`src/rtl/data_memory_sized.sv`:
```
// data_memory_sized: M-stage data memory with self-initialising sweep, byte/half/word access and registered response.
module data_memory_sized #(
  parameter int ADDR_BITS = 6,
  parameter int INIT_MODE = 1
) (
  input  logic        clk,
  input  logic        reset,
  input  logic        req_valid,
  output logic        req_ready,
  input  logic        req_write,
  input  logic [1:0]  req_size,
  input  logic        req_unsigned,
  input  logic [31:0] req_addr,
  input  logic [31:0] req_wdata,
  output logic        rsp_valid,
  output logic [31:0] rsp_rdata,
  output logic        rsp_fault,
  output logic        init_done
);
  localparam int DEPTH = 2 ** ADDR_BITS;
  typedef enum logic {S_INIT, S_RUN} state_t;
  state_t                 r_state, w_state_nxt;
  logic [ADDR_BITS-1:0]   r_init_cnt;
  logic [31:0]            r_mem [DEPTH];
  logic                   w_accept, w_fault, w_store;
  logic [ADDR_BITS-1:0]   w_widx;
  logic [3:0]             w_be;
  logic [31:0]            w_wlane, w_word, w_load, w_init_val;
  logic [7:0]             w_byte;
  logic [15:0]            w_half;
  always_ff @(posedge clk or negedge reset)
    if (!reset) r_state <= S_INIT;
    else r_state <= w_state_nxt;
  always_comb w_state_nxt = (r_state == S_INIT && &r_init_cnt) ? S_RUN : r_state;
  always_comb begin
    req_ready = r_state == S_RUN;
    init_done = r_state == S_RUN;
  end
  always_ff @(posedge clk or negedge reset)
    if (!reset) r_init_cnt <= '0;
    else if (r_state == S_INIT) r_init_cnt <= r_init_cnt + 1'b1;
  always_comb begin
    w_accept   = req_valid & req_ready;
    w_widx     = req_addr[ADDR_BITS+1:2];
    w_fault    = (req_size == 2'b11) | (|req_addr[31:ADDR_BITS+2]) |
                 (req_size == 2'b01 & req_addr[0]) | (req_size == 2'b10 & |req_addr[1:0]);
    w_store    = w_accept & req_write & ~w_fault;
    w_be       = req_size == 2'b00 ? 4'b0001 << req_addr[1:0] :
                 req_size == 2'b01 ? (req_addr[1] ? 4'b1100 : 4'b0011) : 4'b1111;
    w_wlane    = req_size == 2'b00 ? {4{req_wdata[7:0]}} :
                 req_size == 2'b01 ? {2{req_wdata[15:0]}} : req_wdata;
    w_init_val = INIT_MODE != 0 ? 32'(r_init_cnt) : '0;
    w_word     = r_mem[w_widx];
    w_byte     = w_word[{req_addr[1:0], 3'b000} +: 8];
    w_half     = req_addr[1] ? w_word[31:16] : w_word[15:0];
    w_load     = req_size == 2'b00 ? {{24{~req_unsigned & w_byte[7]}}, w_byte} :
                 req_size == 2'b01 ? {{16{~req_unsigned & w_half[15]}}, w_half} : w_word;
  end
  // Memory contents are only defined by the INIT sweep, so this array has no reset.
  always_ff @(posedge clk)
    if (r_state == S_INIT) r_mem[r_init_cnt] <= w_init_val;
    else if (w_store)
      for (int b = 0; b < 4; b++)
        if (w_be[b]) r_mem[w_widx][8*b +: 8] <= w_wlane[8*b +: 8];
  always_ff @(posedge clk or negedge reset)
    if (!reset) begin
      rsp_valid <= 1'b0;
      rsp_fault <= 1'b0;
      rsp_rdata <= '0;
    end else begin
      rsp_valid <= w_accept;
      if (w_accept) begin
        rsp_fault <= w_fault;
        rsp_rdata <= (w_fault | req_write) ? '0 : w_load;
      end
    end
endmodule

```
`config.mk`:
```
export PLATFORM = sky130hd
export DESIGN_NAME = data_memory_sized
export DESIGN_NICKNAME = d
export VERILOG_FILES = /design/src/rtl/data_memory_sized.sv
export SDC_FILE = /design/constraint.sdc
export NUM_CORES = 2
export LEC_CHECK = 0
export CORE_ASPECT_RATIO = 1.2
export CORE_MARGIN = 2
export CORE_UTILIZATION = 40
export CTS_BUF_LIST = sky130_fd_sc_hd__clkbuf_4
export CTS_CLUSTER_DIAMETER = 40
export CTS_CLUSTER_SIZE = 20
export DETAILED_ROUTE_END_ITERATION = 12
export GPL_ROUTABILITY_DRIVEN = 1
export PLACE_DENSITY = 0.53
export REMOVE_ABC_BUFFERS = 1
export SYNTH_ARGS = -nofsm -noshare
export SYNTH_HDL_FRONTEND = slang
export SYNTH_SLANG_ARGS = --single-unit
```
`constraint.sdc`:
```
create_clock -name clk -period 6.6 [get_ports clk]
set_input_delay 0.99 -clock clk [delete_from_list [all_inputs] [get_ports clk]]
set_output_delay 0.99 -clock clk [all_outputs]
set_load 0.005 [all_outputs]
```
Yosys cells after proc, flatten, opt, wreduce, memory -nomap -nowiden:

Memories as Yosys holds them, arrays and structs flattened.
Cells that the tools add are included.

* register bits: 41
* output and inout bits: 36
* logic and storage cells: 61
* bits in writable memories: 2048
* input port bits: 71
* memories kept: 1

* shifts and indexed selects: 2
* equality and inequality tests: 3
* reductions and logical operators: 6
* bitwise logic cells: 14
* mux-type cells: 29
* add/sub/neg operators: 1

Memories
* r_mem: words 64, bits a word 32, rd ports 1, clocked after memory_dff 0, write ports 1, line 24 `logic [31:0] r_mem [DEPTH];`

Operators with widths (count)
* 2-to-1 mux 32 bit: 6
* OR reduction 32 bit: 1
* indexed part select 32 x 6 -> 8 bit: 1
* OR reduction 24 bit: 1
* 2-to-1 mux 1 bit: 17
* 2-to-1 mux 16 bit: 1
* 2-to-1 mux 4 bit: 4
* bitwise AND 1 bit: 7
* adder 6 x 1 -> 6 bit (second input constant): 1
* 2-to-1 mux 6 bit: 1
* AND reduction 6 bit: 1
* equality test 2 bit (second input constant): 2
* bitwise OR 1 bit: 4
* left shift 1 x 2 -> 4 bit (first input constant): 1
* NOT 1 bit: 3
* equality test 2 x 1 -> 1 bit (second input constant): 1
* zero test 2 bit: 1
* OR reduction 2 bit: 1
* logical AND 1 bit: 1

Logic depth before layout (Yosys ltp):

* word-level depth: 11
* mapped depth: 16
* mapped depth without buffers: 9

Worst setup path after synthesis:

Ideal clock, no wire load.

* kind: input to register
* start: input port req_size[1]
* end: memory r_mem[0][5] (data pin)
* cell stages on the path: 8
* arrival time: 4.601 ns
* path buffers: 3
* required time: 5.898 ns
* setup time: 0.702 ns
* slack: 1.297 ns
* cell sequence: clkbuf_1 o21ai_0 a21oi_1 nor3_1 and2_1 clkbuf_1 clkbuf_1 o21ai_0

* cells in the longest elaborated chain, start to end: 11
* elaborated cells on any way between the ends: 32
* those cells by class: eq/ne (3); mux (20); bitwise (7); reduce/logical (2)

Ends and longest elaborated chain
* start: declaration: line 11 `input logic [1:0] req_size,`
* equality test 2 bit or equality test 2 x 1 -> 1 bit (tied branches): line 45, 46, 49
* bitwise OR 1 bit or bitwise AND 1 bit (tied branches): line 45, 46
* bitwise OR 1 bit: line 45 `w_fault = (req_size == 2'b11) | (|req_addr[31:ADDR_BITS+2]) |`
* bitwise OR 1 bit: line 46 `(req_size == 2'b01 & req_addr[0]) | (req_size == 2'b10 & |req_addr[1:0]);`
* NOT 1 bit: line 47 `w_store = w_accept & req_write & ~w_fault;`
* bitwise AND 1 bit: line 47
* 2-to-1 mux 1 bit: line 62 `else if (w_store)`
* 2-to-1 mux 1 bit: line 61 `if (r_state == S_INIT) r_mem[r_init_cnt] <= w_init_val;`
* 2-to-1 mux 1 bit (implied by the code): line 64 `if (w_be[b]) r_mem[w_widx][8*b +: 8] <= w_wlane[8*b +: 8];`
* OR reduction 32 bit (no line)
* 2-to-1 mux 32 bit (no line) (*)
* end: declaration: line 24

Every way passes the cells marked *; elsewhere a longest branch is shown, timed or not.

Worst setup path after layout:

* start: register r_state, in the netlist init_done
* end: memory r_mem[54][13], enable pin

* cells in the longest elaborated chain, start to end: 8
* elaborated cells on any way between the ends: 19
* those cells by class: mux (15); bitwise (3); reduce/logical (1)

Ends and longest elaborated chain
* start: declaration: line 22 `state_t r_state, w_state_nxt;`
* start signal: assignment: line 33 `else r_state <= w_state_nxt;`
* bitwise AND 1 bit (*): line 43 `w_accept = req_valid & req_ready;`
* via w_accept: line 25 `logic w_accept, w_fault, w_store;`
* bitwise AND 1 bit (*) (2 in series): line 47
* 2-to-1 mux 1 bit: line 62
* 2-to-1 mux 1 bit: line 61
* 2-to-1 mux 1 bit (implied by the code): line 64
* OR reduction 32 bit (no line)
* 2-to-1 mux 6 bit (no line) or 2-to-1 mux 4 bit (tied branches)

The timed path passes the listed nets; every way through them passes the cells marked *.

==> results_dict.tcl <==
set metrics [dict create \
    outcome "completed" \
    fin_crit_ps 5266 \
    cts_sinks 2089 \
    hpwlAfterDp_um 164100 \
    grt_pass1_wl_um 347400 \
    path_buf_inv 2 \
    overflow 0 \
    max_clock_freq_ghz 0.1899 \
    end_kind "flop" \
    cts.htree.levels 4 \
    finalSetupViolations 0 \
    fin_skew_ps 127.7 \
    wl_met1_um 97250 \
    drive_above_1_share_pct 25.62 \
    synth_top_area_cell "edfxtp_1" \
    synth_commonest_cells "2048 x edfxtp_1, 489 x mux4_2, 333 x nor2_1" \
    synth_compound_gate_area_share_pct 2.729 \
    ys_warn_count 0 \
    switching_share_pct 24.51 \
    worstSetupPathType "reg2reg" \
    vias 42623 \
    fin_total_pwr_w 0.02340 \
    yosys.area_share.simple_pct 3.798 \
    grt_setup_unrepaired "false" \
    p_sw_w 0.005736 \
    dp_cells 6849 \
    fillers 17867 \
    worst_pin_slew_ps 1480 \
    met3WireLength_um 14150 \
    powerDensity_nw_per_um2 255.2 \
    io_buffers 106 \
    start_kind "flop" \
    synthCells 4068 \
    seq_power_share_pct 61.2 \
    die_w_um 419.5 \
    ant_nets 0 \
    synthFlopType "edfxtp_1" \
    ys_seq_elements 2089 \
    fin_hold_ws_ps 187.9 \
    synth_edf_count 2048 \
    crit_fanout 26 \
    cts-root-buf "clkbuf_4" \
    combPwrFrac_pct 3.9 \
    slew_viol_final 0 \
    drt_iter0_markers 4730 \
    coreArea_sq_um 206500 \
    syn2layout_area_growth_pct 10.67 \
    clk_latency_ps 1410 \
    yosysMostFrequentCell "edfxtp_1" \
    die-area_sq_um 210800 \
    drcViolationCount 0 \
    wl_um 249200 \
    antenna_found_initial 12 \
    crit_slowest_cell "o31ai_1" \
    tns_ps 0 \
    initial_utilization_pct 40.12 \
    cp_data_arrival_time_ps 6300 \
    synth.top_cell.area_share_pct 74.22 \
    grt_usage_pct 23.62 \
    ios 107 \
    wl_met2_um 125800 \
    cp.required_ps 7640 \
    power.share.clock_pct 34.9 \
    min_from "req_valid" \
    leakagePower_nw 24.31 \
    wl_per_cell_um 34.05 \
    r2r_start "init_done" \
    first_pass_iters 5 \
    postCtsSetupBuffers 0 \
    slew_headroom_pct 1.144 \
    hp-class "in2reg" \
    ys_seq_area_share_pct 75.46 \
    maxCapViolCount 0 \
    synth_top_family_by_area "multiplexers" \
    die_h_um 502.6 \
    grt_pass1_vias 43620 \
    cts.clk_slew.worst_paths_ps 120 \
    syn_area_per_cell_sq_um 20.37 \
    yosys.area_share.xor_xnor_pct 0.05285 \
    async_flop_share_pct 1.963 \
    hold_violations 0 \
    globalplace.congestion 0.8863 \
    rows 183 \
    synthMuxAreaShare_pct 16.08 \
    slowest_delay_ps 960 \
    synth.distinct_cells 75 \
    syn_area_sq_um 82860 \
    cts_made_buffers 239 \
    cp_top_family "simple AND/OR/NAND/NOR gates" \
    vias_per_cell 5.824 \
    cts_tree "yes" \
    crit_top_cell "nand2_1" \
    highest_layer "met5" \
    layout.nets 4389 \
    grt_max_degree 73 \
    startpoint "init_done" \
    period_share_pct 79.79 \
    path_cells "nand2_1, inv_1, nand4_1, nor3_1, buf_4, nand2_4, o31ai_1, nand2_1, nor2_1" \
    p_int_w 0.01766 \
    synthTopCellsByArea "edfxtp_1 74%, mux4_2 13%, mux2i_1 1.6%" \
    max-vdd-ir-drop_uv 220.9 \
    final-instance-count-excl-fill 7319 \
    synth_fa_ha_area_share_pct 0.01510 \
    cts_max_path_buffers 3 \
]
cell type report:
class | count | area [sq um] | share of cell area (%)
sequential | 2089 | 62530 | 68.18
multi-input combinational | 1723 | 19170 | 20.91
tap | 2775 | 3472 | 3.786
timing repair buffer | 251 | 2416 | 2.635
clock inverter | 204 | 2143 | 2.337
clock buffer | 251 | 1884 | 2.055
inverter | 13 | 57.56 | 0.06276
antenna | 13 | 32.53 | 0.03547
placed cells by master (no fill, tap or decap), types with 28 or more instances in the layout:
cell / instances
clkdlybuf4s50_1: 98
mux4_2: 489
nand3_1: 39
nand2_1: 234
dfrtp_1: 41
a31oi_1: 29
mux4_1: 28
mux2i_1: 135
edfxtp_1: 2048
nor2_1: 316
a21oi_1: 35
inv_6: 48
clkbuf_4: 251
clkinv_4: 30
buf_4: 123
state kept, by name, summed over array words and instances (netlist names):
signal,cells
init_done,1
r_init_cnt,6
r_mem,2048
rsp_fault,1
rsp_rdata,32
rsp_valid,1
tightest hold or removal path, cell delays in order:
cell and delay [ps]:
clkdlybuf4s50_1 390, nand2_1 80, inv_1 70
power groups by stage:
| stage | clock network, W | logic, W | registers, W |
|---|---|---|---|
| 2_1_floorplan | 0 | 0.000327 | 0.0146 |
| 3_3_place_gp | 0 | 0.000912 | 0.0146 |
| 3_5_place_dp | 0 | 0.000909 | 0.0146 |
| 4_1_cts | 0.00836 | 0.000912 | 0.0143 |
| 5_1_grt | 0.00883 | 0.000938 | 0.0143 |
| 6_report | 0.00817 | 0.000911 | 0.0143 |
routing by layer:
layer  global-route usage (%)  up-vias
met4                    10.45        2
met5                        0        -
met3                    3.635      410
met1                    30.10    23010
met2                    40.05     1742
li1                         -    17459
stage by stage:
step                      util [%]  setup WS (ps)  cell area [sq um]
final                        44.40           1334              91700
after global routing         44.40           1245              91690
after CTS                    44.39           1438              91670
after detailed placement     42.43          621.2              87620
after global placement       42.43          620.0              87620
after floorplan                  -          759.5              81360
path summary, 6_finish.rpt:
path / end / slack [ps] / cells after the start
max in group asynchronous: rsp_rdata[6] / 5890 / 3
min in group asynchronous: rsp_rdata[8] / 220 / 3
min reg2reg: rsp_rdata[14] / 520 / 1
min: rsp_valid / 190 / 3
max reg2reg: r_mem[54][13] / 1330 / 9
max: r_mem[54][13] / 1330 / 9
kinds of logic after synthesis:
group / after synthesis
flip-flops: 2089
AND/OR/NAND/NOR: 737
multiplexers: 672
AO/OA/AOI/OAI: 308
buffers and inverters: 256
XOR/XNOR: 5
adder cells (fa/ha/maj): 1
timing repair:
action                                  CTS  global route
endpoints found under the setup margin    0             0
hold buffers                              2             0
endpoints found under the hold margin    44             0
gates resized for setup                   0             0
(Power assumes the default switching activity.)
